<file path="src/rtl/alu_pkg.sv">
// Shared types and constants for the shifter result stage.
// Latency: n/a (declarations only).
// Backpressure: n/a.
package alu_pkg;

    localparam int DATA_W  = 4;
    localparam int SHAMT_W = 2;

    localparam logic [1:0] ST_EMPTY = 2'd0;
    localparam logic [1:0] ST_ONE   = 2'd1;
    localparam logic [1:0] ST_TWO   = 2'd2;

    typedef enum logic [1:0] {
        S_EMPTY = ST_EMPTY,
        S_ONE   = ST_ONE,
        S_TWO   = ST_TWO
    } state_e;

    // One buffered result: {lost, zero, data}, DATA_W+2 bits.
    typedef struct packed {
        logic              lost;
        logic              zero;
        logic [DATA_W-1:0] data;
    } entry_t;

endpackage

</file>
<file path="src/rtl/alu_shift_result_stage_if.sv">
// Handshake bundle between shifter, result stage and result bus consumer.
// Latency: n/a (wiring only).
// Backpressure: in_ready/out_ready valid-ready pairs.
interface alu_shift_result_stage_if #(
    parameter int DATA_W  = alu_pkg::DATA_W,
    parameter int SHAMT_W = alu_pkg::SHAMT_W,
    parameter int CNT_W   = 8
);
    logic               in_valid;
    logic               in_ready;
    logic [DATA_W-1:0]  in_data;
    logic [DATA_W-1:0]  in_src;
    logic [SHAMT_W-1:0] in_shamt;
    logic               out_valid;
    logic               out_ready;
    logic [DATA_W-1:0]  out_data;
    logic               out_zero;
    logic               out_lost;
    logic [CNT_W-1:0]   out_cnt;

    // Result stage side.
    modport slave (
        input  in_valid, in_data, in_src, in_shamt, out_ready,
        output in_ready, out_valid, out_data, out_zero, out_lost, out_cnt
    );

    // Producer/consumer side.
    modport master (
        output in_valid, in_data, in_src, in_shamt, out_ready,
        input  in_ready, out_valid, out_data, out_zero, out_lost, out_cnt
    );
endinterface

</file>
<file path="src/rtl/alu_shift_flag_gen.sv">
// Status flags for a right-shift result: zero result and shifted-out ones.
// Latency: combinational.
// Backpressure: none.
module alu_shift_flag_gen #(
    parameter int DATA_W  = alu_pkg::DATA_W,
    parameter int SHAMT_W = alu_pkg::SHAMT_W
) (
    input  logic [DATA_W-1:0]  in_data_i,
    input  logic [DATA_W-1:0]  in_src_i,
    input  logic [SHAMT_W-1:0] in_shamt_i,
    output logic               zero_o,
    output logic               lost_o
);
    logic [DATA_W-1:0] mask;

    // Low in_shamt bits of the operand are the ones the shifter discarded;
    // the mask stays at DATA_W bits so shamt=0 yields an empty mask.
    always_comb begin
        mask   = (DATA_W'(1) << in_shamt_i) - DATA_W'(1);
        zero_o = (in_data_i == '0);
        lost_o = |(in_src_i & mask);
    end
endmodule

</file>
<file path="src/rtl/alu_shift_result_stage.sv">
// Two-entry registered output stage behind the right shifter, with flags and a delivery counter.
// Latency: 1 cycle from push to out_*; full throughput when the consumer is always ready.
// Backpressure: main+skid buffer; in_ready (registered) drops only when both entries are held.
module alu_shift_result_stage
    import alu_pkg::*;
#(
    parameter int CNT_W = 8
) (
    input  logic                    clk,
    input  logic                    rst_n,
    alu_shift_result_stage_if.slave bus
);
    state_e           state_q;
    entry_t           main_q;
    entry_t           skid_q;
    entry_t           new_entry;
    logic             in_ready_q;
    logic [CNT_W-1:0] cnt_q;
    logic             push;
    logic             pop;
    logic             zero;
    logic             lost;

    alu_shift_flag_gen #(
        .DATA_W  (DATA_W),
        .SHAMT_W (SHAMT_W)
    ) u_flag_gen (
        .in_data_i  (bus.in_data),
        .in_src_i   (bus.in_src),
        .in_shamt_i (bus.in_shamt),
        .zero_o     (zero),
        .lost_o     (lost)
    );

    // Handshake qualifiers and the entry that would be captured this cycle.
    always_comb begin
        push      = bus.in_valid & in_ready_q;
        pop       = (state_q != S_EMPTY) & bus.out_ready;
        new_entry = '{lost: lost, zero: zero, data: bus.in_data};
    end

    // Occupancy FSM, entry registers, registered in_ready and delivery counter.
    always_ff @(posedge clk or negedge rst_n) begin
        if (!rst_n) begin
            state_q    <= S_EMPTY;
            in_ready_q <= 1'b1;
            main_q     <= '0;
            skid_q     <= '0;
            cnt_q      <= '0;
        end else begin
            if (pop) begin
                cnt_q <= cnt_q + 1'b1;
            end
            case (state_q)
                S_EMPTY: begin
                    if (push) begin
                        main_q  <= new_entry;
                        state_q <= S_ONE;
                    end
                end
                S_ONE: begin
                    if (push && pop) begin
                        main_q <= new_entry;
                    end else if (push) begin
                        skid_q     <= new_entry;
                        state_q    <= S_TWO;
                        in_ready_q <= 1'b0;
                    end else if (pop) begin
                        state_q <= S_EMPTY;
                    end
                end
                S_TWO: begin
                    // in_ready is low here, so only the pop side can move.
                    if (pop) begin
                        main_q     <= skid_q;
                        state_q    <= S_ONE;
                        in_ready_q <= 1'b1;
                    end
                end
                default: begin
                    state_q    <= S_EMPTY;
                    in_ready_q <= 1'b1;
                end
            endcase
        end
    end

    assign bus.in_ready  = in_ready_q;
    assign bus.out_valid = (state_q != S_EMPTY);
    assign bus.out_data  = main_q.data;
    assign bus.out_zero  = main_q.zero;
    assign bus.out_lost  = main_q.lost;
    assign bus.out_cnt   = cnt_q;
endmodule
</file>
<file path="src/flat_wrapper.sv">
// flat-port wrapper written by rule: the top's interface ports become plain ports
module alu_shift_result_stage_flat import alu_pkg::*;
#(
    parameter int CNT_W = 8
)
  (clk, rst_n, bus_in_valid, bus_in_data, bus_in_src, bus_in_shamt, bus_out_ready, bus_in_ready, bus_out_valid, bus_out_data, bus_out_zero, bus_out_lost, bus_out_cnt);
  alu_shift_result_stage_if #(.CNT_W(CNT_W)) bus_i ();
  input  logic clk;
  input  logic rst_n;
  input wire logic [$bits(bus_i.in_valid)-1:0] bus_in_valid;
  input wire logic [$bits(bus_i.in_data)-1:0] bus_in_data;
  input wire logic [$bits(bus_i.in_src)-1:0] bus_in_src;
  input wire logic [$bits(bus_i.in_shamt)-1:0] bus_in_shamt;
  input wire logic [$bits(bus_i.out_ready)-1:0] bus_out_ready;
  output wire logic [$bits(bus_i.in_ready)-1:0] bus_in_ready;
  output wire logic [$bits(bus_i.out_valid)-1:0] bus_out_valid;
  output wire logic [$bits(bus_i.out_data)-1:0] bus_out_data;
  output wire logic [$bits(bus_i.out_zero)-1:0] bus_out_zero;
  output wire logic [$bits(bus_i.out_lost)-1:0] bus_out_lost;
  output wire logic [$bits(bus_i.out_cnt)-1:0] bus_out_cnt;
  assign bus_i.in_valid = bus_in_valid;
  assign bus_i.in_data = bus_in_data;
  assign bus_i.in_src = bus_in_src;
  assign bus_i.in_shamt = bus_in_shamt;
  assign bus_i.out_ready = bus_out_ready;
  assign bus_in_ready = bus_i.in_ready;
  assign bus_out_valid = bus_i.out_valid;
  assign bus_out_data = bus_i.out_data;
  assign bus_out_zero = bus_i.out_zero;
  assign bus_out_lost = bus_i.out_lost;
  assign bus_out_cnt = bus_i.out_cnt;
  alu_shift_result_stage #(.CNT_W(CNT_W)) u_core (.clk(clk), .rst_n(rst_n), .bus(bus_i));
endmodule
</file>
<file path="config.mk">
export PLATFORM = sky130hd
export DESIGN_NAME = alu_shift_result_stage_flat
export DESIGN_NICKNAME = d
export VERILOG_FILES = /design/src/rtl/alu_pkg.sv /design/src/rtl/alu_shift_result_stage_if.sv /design/src/rtl/alu_shift_flag_gen.sv /design/src/rtl/alu_shift_result_stage.sv /design/src/flat_wrapper.sv
export SDC_FILE = /design/constraint.sdc
export NUM_CORES = 1
export LEC_CHECK = 0
export BUFFER_PORTS_ARGS = -buffer_cell sky130_fd_sc_hd__buf_2
export CORE_UTILIZATION = 46
export DETAILED_ROUTE_END_ITERATION = 8
export PLACE_DENSITY = 0.74
export SYNTH_ARGS = -nofsm -noshare
export SYNTH_HDL_FRONTEND = slang
export SYNTH_SLANG_ARGS = --single-unit
</file>
<file path="constraint.sdc">
create_clock -name clk -period 1.4 [get_ports clk]
set_input_delay 0.42 -clock clk [delete_from_list [all_inputs] [get_ports clk]]
set_output_delay 0.42 -clock clk [all_outputs]
set_load 0.05 [all_outputs]
</file>
==> results of run 1 <==
-- placed cells by master, fill, tap and decap left out, types with 2 or more instances in the layout --
master    count
nor3_1        2
buf_2        16
a21boi_0      2
buf_6         5
mux2_4       11
o22ai_1       2
inv_1         2
nand4_1       3
buf_4        28
xnor2_1       4
xor2_1        3
clkbuf_4      6
nand2_1       7
buf_8         2
dfrtp_1      22
o21ai_0       2
mux2_2        5
-- cell type report --
| class | instances | area, um2 |
|---|---|---|
| fillers | 146 | 639 |
| inverters | 2 | 7.51 |
| repair buffers | 54 | 399 |
| clock inverters | 1 | 5.00 |
| multi-input cells | 61 | 587 |
| flip-flops and latches | 23 | 581 |
| clock buffers | 3 | 22.5 |
| well taps | 28 | 35.0 |
-- routing by layer --
metal / global-route usage [%] / vias to the layer above / share of wire (%)
met2: 40.5 / 35 / 55
met1: 25.3 / 453 / 40
li1: - / 427 / -
met4: 12.2 / 0 / 1.9
met3: 3.22 / 8 / 3.0
met5: 0 / - / 0
-- worst max-delay path, delay by kind of cell (launching register included) --
| kind | cells | cell delay (ns) |
|---|---|---|
| buffers and inverters | 2 | 0.28 |
| DFF | 1 | 0.44 |
| and+or+nand+nor | 1 | 0.22 |
-- metrics by stage --
step	hold WS, ns	power (mW)	worst slack (ns)	cells	TNS (ns)
after detailed placement	0.415	0.733	-0.175	157	-1.78
after global routing	0.0825	1.06	-0.289	172	-2.83
after global placement	0.411	0.729	-0.133	157	-1.40
after CTS	0.0621	1.04	-0.257	167	-2.43
after floorplan	0.124	0.695	-0.235	88	-1.94
final	0.0499	1.03	-0.273	172	-2.31
-- cell usage after synthesis, drive strengths merged, types with 2 or more instances --
| cell | instances |
|---|---|
| dfrtp | 22 |
| nand4 | 3 |
| mux2 | 16 |
| a21boi | 2 |
| buf | 2 |
| nor3 | 2 |
| o2bb2ai | 2 |
| o22ai | 2 |
| xnor2 | 4 |
| nand2 | 7 |
| o21ai | 3 |
| inv | 2 |
| xor2 | 3 |
-- flip-flops by register name, summed over array words and instances, names as in the netlist --
name                 flops
u_core.bus.out_cnt       8
u_core.skid_q            6
u_core.bus.out_data      4
u_core.state_q           2
u_core.bus.in_ready      1
u_core.bus.out_lost      1
u_core.bus.out_zero      1
-- repair_timing --
item / in CTS / in global routing
gates resized for setup: 24 / 8
endpoints found under the setup margin: 20 / 25
buffers inserted: 6 / 5
pin swaps: 2 / 1
-- final timing paths --
kind / from / to / slack, ns / depth (start not counted)
worst min-delay path: rst_n / u_core.bus.out_cnt[7]$_DFFE_PN0P_ / 0.05 / 1
max in group asynchronous: rst_n / u_core.bus.in_ready$_DFFE_PN1P_ / 0.99 / 1
worst max register to register: u_core.state_q[1]$_DFFE_PN0P_ / u_core.skid_q[5]$_DFFE_PN0P_ / -0.18 / 5
worst min register to register: u_core.bus.out_cnt[7]$_DFFE_PN0P_ / u_core.bus.out_cnt[7]$_DFFE_PN0P_ / 0.49 / 1
min in group clk: bus_in_data[2] / u_core.skid_q[2]$_DFFE_PN0P_ / 0.37 / 2
worst max-delay path: u_core.state_q[1]$_DFFE_PN0P_ / bus_out_valid / -0.27 / 3
-- cell families after synthesis --
kind of cell / count (synthesis)
AO/OA/AOI/OAI: 14
AND/OR/NAND/NOR: 22
XOR/XNOR: 7
adder cells (fa/ha/maj): 1
multiplexers: 17
buffers and inverters: 4
flip-flops: 23
-- report_power, final --
group          total (mW)  switching, mW  internal (mW)
registers           0.664              0          0.664
logic              0.0586         0.0357         0.0229
clock network       0.303          0.196          0.107
total                1.03          0.232          0.794
==> results.md, run 1 <==
* Post-Synth XOR/XNOR Area at 5.38%
* Die X at between 50 and 60 um
* Gr usage total at 22.5%
* Post-synth EDFFs at 0
* Core ar. at around 2300 um2
* Top cell type's share of synthesized area at between 40% and 50%
* DRC at 0
* Share of cells above drive strength 1 at 56.9%
* Fin crit share at 119%
* Sequential fraction of the synthesis area at roughly 50%
* ANT cells at 0
* Rel. slew slack at between 60% and 70%
* I/O Pins at 30
* Syn Area/Cell at approximately 13 um2
* Hold Vio Cnt, Final at 0
* Maximum number of pins on one net before global-route repair at 24
* Post-DP HPWL at 1.74 mm
* Fin area at ~1600 um2
* Clock Root Buffer: clkbuf_4
* RSZ-0062 raised after global routing: yes
* Layout area overhead at 43.6%
* Worst setup EP type: output pin
* Clock latency on the worst-skew pair at between 0.3 and 0.4 ns
* Synthesized instance count at 88
* Worst-path maximum fanout at 2
* DR iter-0 viols at 10
* Setup ws final at -0.273 ns
* Leakage at a little under 0.9 nW
* Cell Chain, Critical Path: buf_6 -> or2_4 -> buf_8
* CTS tree: built
* GP Congestion at approximately 0.73
* Vias in the first global route at slightly above 900
* CTS Buffer Depth at 2
* H-Tree Depth at 1
* Initial Util at between 50% and 60%
* Failing checks: setup timing
* Total clock buffers created by CTS at 3
* Cts hold-fix bufs at 0
* Die area at approximately 2700 um2
* Pwr dens at 627 nW/um2
* Cell variety after synth at 35
* Main combinational cell family by area after synthesis: multiplexers
* Slew @ Worst Pin at between 0.5 and 0.6 ns
* #FFs+latches synth at 23
* Total number of vias at a little over 900
* # setup viols final at 13
* CP arrival at ~1.3 ns
* Max_cap viols at 0
* Crit-path slowest cell: dfrtp_1
* Die height at a little over 50 um
* Min-Delay Path Class: primary input to asynchronous set/reset pin
* Final ANT Viol Nets at 0
* Drt pass-1 iters at 4
* Compound-Gate Fraction of Synth Area at 10.2%
* Tmin final at between 1.5 and 2 ns
* Routed WL at 2.77 mm
* Kind of critical path: flip-flop to output pin
* Worst EP required at roughly 0.98 ns
* Clock transition at path regs at 0.13 ns
* FMAX at 598 MHz
* Synth area leader: dfrtp_1
* IO Port Bufs at 28
* Utilization after layout at between 70% and 80%
* Via density at approximately 5.4
* Area post-placement at approximately 1400 um2
* Antenna violations before repair at 0
* Synth Flop Type: dfrtp_1
* Final Skew at 0.00930 ns
* Routed len/inst at between 15 and 20 um
* Adder-cell area share of the yosys netlist at 1.10%
* Async set or reset register ratio after synthesis at 100%
* Grt total ovfl at 0
* Synth top area cells: dfrtp_1 (48%), mux2_2 (12%), mux2_4 (5.3%)
* # rows at 17
* Crit path launch type: flip-flop
* Number of clock sinks at 23
* Synth Area in Simple Gates at about 12%
* Worst stage delay on the critical path at around 0.44 ns
* Proportion of synthesized area in mux cells at ~18%
* Synthesis Warnings at 0
* Synthesized cell area at 1140 um2
* Status: finished, violations left
* First-pass GRT wire length at ~4.2 mm
* Syn Nets at approximately 100
* Final count of pins violating max slew at 0
* Nets@finish at 160
* VDD IR max at roughly 0.00057 V
Note: power is estimated with default switching activity, not from simulation.
==> inputs of run 2 (changes only) <==
--- a/config.mk
+++ b/config.mk
@@ -5,10 +5,12 @@
 export SDC_FILE = /design/constraint.sdc
 export NUM_CORES = 1
 export LEC_CHECK = 0
-export BUFFER_PORTS_ARGS = -buffer_cell sky130_fd_sc_hd__buf_2
-export CORE_UTILIZATION = 46
+export CORE_UTILIZATION = 50
+export CTS_BUF_LIST = sky130_fd_sc_hd__clkbuf_8
 export DETAILED_ROUTE_END_ITERATION = 8
-export PLACE_DENSITY = 0.74
+export DONT_BUFFER_PORTS = 1
+export PLACE_DENSITY = 0.68
+export SKIP_LAST_GASP = 1
 export SYNTH_ARGS = -nofsm -noshare
 export SYNTH_HDL_FRONTEND = slang
 export SYNTH_SLANG_ARGS = --single-unit
==> results.md, run 2 (synthesized netlist as in run 1, its figures left out) <==
* Final Skew at 0.00442 ns (-0.00488 ns)
* Post-DP HPWL at 1.57 mm (-9.8%)
* Hold Vio Cnt, Final at 0 (unchanged)
* Final count of pins violating max slew at 0 (unchanged)
* Most common cell after layout, fill and taps aside: dfrtp_1
* Rel. slew slack at 32.7% (-33 points)
* Max reg flops at 8 (unchanged)
* FMAX at 637 MHz (+6.5%)
* Area of the multi-input gates at 589 um2 (+0.43%)
* Routed len/inst at 16.2 um (+0.76%)
* Hold Startpoint: bus_in_data[1]
* Vias in the first global route at 840 (-8.4%)
* Clock transition at path regs at 0.08 ns (-0.05 ns)
* VDD IR max at 0.00100 V (+76%)
* IO Port Bufs at 0 (-100%)
* # setup viols final at 14 (+1)
* Critical path launch point: u_core.bus.in_ready$_DFFE_PN1P_
* Routed WL at 2.29 mm (-17%)
* Status: finished, violations left
* Maximum number of pins on one net before global-route repair at 24 (unchanged)
* Total power at 1.10 mW (+6.9%)
* FF+latch area at 581 um2 (unchanged)
* Final ANT Viol Nets at 0 (unchanged)
* Worst Path Buf+Inv at 1 (-1)
* RSZ-0062 raised after global routing: yes
* Clock latency on the worst-skew pair at 0.26 ns (-0.05 ns)
* Hold_ws at 0.313 ns (+0.263 ns)
* Failing checks: setup timing
* Crit-path slowest cell: dfstp_4
* Slew @ Worst Pin at 1.01 ns (+0.500 ns)
* Leakage at 0.744 nW (-15%)
* Tmin final at 1.57 ns (-0.102 ns)
* GP Congestion at 0.690 (-5.8%)
* Core ar. at 2040 um2 (-10%)
* Layout area overhead at 27.6%
* Pwr dens at 754 nW/um2 (+20%)
* Placed Cells at 130 (-17%)
* Number of clock sinks at 23 (unchanged)
* Drt pass-1 iters at 3 (-1)
* Top delay family on crit path: flip-flops
* CTS tree: built
* ANT cells at 0 (unchanged)
* Antenna violations before repair at 0 (unchanged)
* CTS Buffer Depth at 2 (unchanged)
* First-pass GRT wire length at 3.73 mm (-11%)
* # rows at 16 (-1)
* Top Layer Used: met4
* Initial Util at 55.8% (+5.7 points)
* Cell Chain, Critical Path: nand3b_4 -> nor3b_4 -> buf_6 -> mux2_2
* Kind of critical path: flip-flop to flip-flop
* Worst stage delay on the critical path at 0.64 ns (+0.20 ns)
* Non-Filler Instances at 141 (-18%)
* Min-Delay Path Class: primary input to flip-flop
* WL met3 at 61 um (-26%)
* Share of cells above drive strength 1 at 45.6% (-11 points)
* Most frequent cells in the layout: dfrtp_1 (22), buf_4 (20), mux2_4 (9)
* Total number of vias at 770 (-17%)
* Grt total ovfl at 0 (unchanged)
* CP arrival at 1.72 ns (+0.47 ns)
* Nets@finish at 130 (-19%)
* DRC at 0 (unchanged)
* H-Tree Depth at 1 (unchanged)
* Setup ws final at -0.171 ns (+0.102 ns)
* Met2 wire length at 1.23 mm (-20%)
* Total clock buffers created by CTS at 3 (unchanged)
* Die area at 2470 um2 (-7.7%)
* Fillcell total at 147 (+0.68%)
* DR iter-0 viols at 4 (-6)
* Worst setup EP type: flip-flop
* Gr usage total at 20.3% (-2.1 points)
* Wire length on met1 at 986 um (-10%)
* Worst EP required at 1.55 ns (+0.57 ns)
* Worst-path maximum fanout at 7 (+5)
* I/O Pins at 30 (unchanged)
* Die height at 49.7 um (-3.9%)
* Via density at 5.46 (+1.8%)
* Max_cap viols at 0 (unchanged)
* Fin crit share at 112% (-7.3 points)
* Crit path launch type: flip-flop
* Clock Root Buffer: clkbuf_8
* Die X at 49.7 um (-3.9%)
* R2r startpoint: u_core.bus.in_ready$_DFFE_PN1P_
==> run 2: changes by cell type in the layout (fill, tap and decap cells not counted), sizes merged <==
cell / change
dlymetal6s4s: +1
clkbuf: -3
buf: -28
==> run 2: repair_timing <==
action,CTS,global route
endpoints found under the hold margin,23,0
buffers inserted,3,3
endpoints found under the setup margin,13,40
hold buffers,1,0
resized for setup,7,7
pin swaps,1,1
==> run 2: stage by stage <==
stage          setup WS [ns]  utilization [%]  setup TNS [ns]  area (um2)
2_1_floorplan         -0.235                -           -1.94        1150
3_3_place_gp          -0.127             63.2           -1.03        1290
3_5_place_dp          -0.146             63.2           -1.21        1290
4_1_cts               -0.149             68.3           -3.02        1390
5_1_grt               -0.219             71.2           -2.09        1450
6_report              -0.171             71.2           -1.54        1450
==> run 2: per-layer routing <==
metal,up-vias,global-route usage (%)
li1,370,-
met1,384,24.6
met2,14,36.9
met3,2,4.01
met4,0,4.29
met5,-,0
==> run 2: power breakdown <==
group,internal [mW],total (mW),switching (mW)
registers,0.664,0.664,0
clock network,0.198,0.401,0.203
logic,0.0115,0.0318,0.0203
total,0.873,1.10,0.223
==> run 2: layout make-up <==
class	count	share of cell area, %
clock inverter	1	0.344
tap	27	2.32
multi-input combinational	61	40.5
timing repair buffer	24	13.5
inverter	2	0.516
sequential	23	39.9
clock buffer	3	2.84
==> run 2: worst paths after layout <==
| path | to | slack [ns] | cells after the start |
|---|---|---|---|
| setup / recovery | u_core.skid_q[2]$_DFFE_PN0P_ | -0.17 | 4 |
| hold / removal | u_core.skid_q[1]$_DFFE_PN0P_ | 0.31 | 1 |
| setup reg to reg | u_core.skid_q[2]$_DFFE_PN0P_ | -0.17 | 4 |
| hold reg to reg | u_core.skid_q[2]$_DFFE_PN0P_ | 0.51 | 1 |
| max in group asynchronous | u_core.bus.out_cnt[5]$_DFFE_PN0P_ | 0.39 | 1 |
| min in group asynchronous | u_core.bus.out_zero$_DFFE_PN0P_ | 0.40 | 1 |
==> inputs of run 3 (changes only) <==
--- a/config.mk
+++ b/config.mk
@@ -9,6 +9,7 @@
 export CTS_BUF_LIST = sky130_fd_sc_hd__clkbuf_8
 export DETAILED_ROUTE_END_ITERATION = 8
 export DONT_BUFFER_PORTS = 1
+export GPL_TIMING_DRIVEN = 0
 export PLACE_DENSITY = 0.68
 export SKIP_LAST_GASP = 1
 export SYNTH_ARGS = -nofsm -noshare
==> results.md, run 3 (synthesized netlist as in run 1, its figures left out) <==
* Status: finished, violations left
* Failing checks: setup timing
* Worst EP required at 1.55 ns (about the same)
* Post-Route Setup TNS at -2.68 ns (-1.14 ns)
* Max_cap viols at 0 (unchanged)
* Worst-path maximum fanout at 7 (unchanged)
* Most frequent cells in the layout: dfrtp_1 (14), mux2_4 (11), dfrtp_2 (8)
* Crit-path slowest cell: dfstp_4
* I/O Pins at 30 (unchanged)
* Pwr dens at 832 nW/um2 (+10%)
* ANT cells at 0 (unchanged)
* VDD IR max at 0.000738 V (-26%)
* Die area at 2470 um2 (unchanged)
* Antenna violations before repair at 0 (unchanged)
* Vias in the first global route at 758 (-9.8%)
* Kind of critical path: flip-flop to flip-flop
* Grt peak-use layer: met2
* Capture point of the worst reg-to-reg path: u_core.skid_q[1]$_DFFE_PN0P_
* Routed WL at 1.99 mm (-13%)
* Seq pwr share at 60.0% (-0.5 points)
* Clock transition at path regs at 0.08 ns (about the same)
* Die height at 49.7 um (unchanged)
* First-pass GRT wire length at 3.33 mm (-11%)
* H-Tree Depth at 1 (unchanged)
* Die X at 49.7 um (unchanged)
* Clock latency on the worst-skew pair at 0.26 ns (about the same)
* Hold_ws at 0.299 ns (-0.0134 ns)
* Post-DP HPWL at 1.37 mm (-12%)
* Combinational share of power at 3.3% (+0.4 points)
* CTS Buffer Depth at 2 (unchanged)
* Drt pass-1 iters at 2 (-1)
* Leakage at 0.664 nW (-11%)
* Hold Startpoint: bus_in_data[0]
* FMAX at 603 MHz (-5.3%)
* Met2 Usage GRT at 30.4% (-6.5 points)
* Clk pwr share at 36.7% (about the same)
* Total power at 1.11 mW (+0.91%)
* Max reg flops at 8 (unchanged)
* Int Power at 876 uW (+0.29%)
* Total clock buffers created by CTS at 3 (unchanged)
* Clock Root Buffer: clkbuf_8
* Rel. slew slack at 33.9% (+1.2 points)
* Worst setup EP type: flip-flop
* Tmin final at 1.66 ns (+0.0874 ns)
* Initial Util at 55.8% (unchanged)
* Routed len/inst at 15.9 um (-1.8%)
* Layout area overhead at 16.6%
* DR iter-0 viols at 2 (-2)
* Place WS at -0.364 ns (-0.219 ns)
* Final count of pins violating max slew at 0 (unchanged)
* DRC at 0 (unchanged)
* # rows at 16 (unchanged)
* Switching fraction of total power at 20.8% (+0.49 points)
* CP arrival at 1.81 ns (+0.09 ns)
* Hold Vio Cnt, Final at 0 (unchanged)
* Grt total ovfl at 0 (unchanged)
* Total number of vias at 713 (-7.4%)
* Setup ws final at -0.258 ns (-0.0874 ns)
* CTS tree: built
* Met1 usage at 22.8% (-1.8 points)
* Final Skew at 0.00607 ns (+0.00165 ns)
* GRT met3 Usage at 3.09% (-0.93 points)
* Slew @ Worst Pin at 0.991 ns (-0.0180 ns)
* Share of cells above drive strength 1 at 40.8% (-4.8 points)
* Core ar. at 2040 um2 (unchanged)
* Reg2Reg Depth at 4 (unchanged)
* # setup viols final at 14 (unchanged)
* Switching pwr at 230 uW (+3.3%)
* Worst stage delay on the critical path at 0.74 ns (+0.10 ns)
* R2r startpoint: u_core.bus.in_ready$_DFFE_PN1P_
* Area post-placement at 1180 um2 (-8.4%)
* Min-Delay Path Class: primary input to flip-flop
* Final ANT Viol Nets at 0 (unchanged)
* IO Port Bufs at 0 (unchanged)
* Fin crit share at 118% (+6.2 points)
* GP Congestion at 0.731 (+5.9%)
* Worst Hold Path Cells at 1 (unchanged)
* Fin area at 1330 um2 (-8.6%)
* R2r setup slk at -0.26 ns (-0.09 ns)
* Gr usage total at 18.0% (-2.3 points)
* Most common cell after layout, fill and taps aside: dfrtp_1
* Crit path launch type: flip-flop
* Hold endpoint: u_core.skid_q[0]$_DFFE_PN0P_
* Via density at 5.70 (+4.4%)
* Nets@finish at 114 (-12%)
* Number of clock sinks at 23 (unchanged)
* RSZ-0062 raised after global routing: yes
* Maximum number of pins on one net before global-route repair at 24 (unchanged)
* Cell Chain, Critical Path: nand3b_4 -> nor3b_4 -> buf_6 -> mux2_4
## run 3: cell types whose count changed in the layout (fill, tap and decap cells not counted), moves of 2 or more
cell,before,now
buf_4,20,3
dfrtp_1,22,14
dfrtp_2,0,8
mux2_2,7,5
mux2_4,9,11
## run 3: stage by stage
step	cells	utilization, %
2_1_floorplan	88	-
3_5_place_dp	115	57.8
3_3_place_gp	115	57.8
4_1_cts	123	63.6
5_1_grt	125	65.1
6_report	125	65.1
## run 3: layout make-up
cell class                 count  area, um2
clock buffer                   3       41.3
fill                         168        713
buffer                         2       18.8
sequential                    23        591
inverter                       2       7.51
multi-input combinational     61        569
timing repair buffer           6       62.6
tap                           27       33.8
clock inverter                 1       5.00
## run 3: worst max-delay path by stage
stage	cells past startpoint	start	to
2_1_floorplan	3	u_core.bus.in_ready$_DFFE_PN1P_	u_core.skid_q[0]$_DFFE_PN0P_
3_3_place_gp	3	u_core.bus.in_ready$_DFFE_PN1P_	u_core.skid_q[2]$_DFFE_PN0P_
3_5_place_dp	3	u_core.bus.in_ready$_DFFE_PN1P_	u_core.skid_q[3]$_DFFE_PN0P_
4_1_cts	4	u_core.bus.in_ready$_DFFE_PN1P_	u_core.skid_q[3]$_DFFE_PN0P_
5_1_grt	4	u_core.bus.in_ready$_DFFE_PN1P_	u_core.skid_q[3]$_DFFE_PN0P_
6_report	4	u_core.bus.in_ready$_DFFE_PN1P_	u_core.skid_q[1]$_DFFE_PN0P_
## run 3: worst max-delay path, delay by kind of cell, from the launching register on
family        cells  cell delay (ns)
flops             1             0.74
buf+inv           1             0.17
mux               1             0.31
simple gates      2             0.34
## run 3: timing repair
| item | 4_1_cts | 5_1_grt |
|---|---|---|
| resized for setup | 14 | 5 |
| setup buffers | 3 | 2 |
| hold buffers | 1 | 0 |
| hold endpoints to repair | 23 | 0 |
| pin swaps | 3 | 3 |
| setup endpoints to repair | 19 | 42 |
## run 3: power by group through the flow
stage / logic (mW) / registers, mW / clock network (mW)
finish: 0.0366 / 0.663 / 0.406
global route: 0.0425 / 0.663 / 0.436
CTS: 0.0378 / 0.663 / 0.413
detailed placement: 0.0215 / 0.677 / 0
global placement: 0.0210 / 0.677 / 0
floorplan: 0.0185 / 0.677 / 0
## run 3: metal layers
metal	share of wire, %	routed length [um]	vias up
met4	1.7	34	0
met2	50	999	17
met3	3.3	65	5
met5	0	0	-
li1	-	-	337
met1	45	893	354
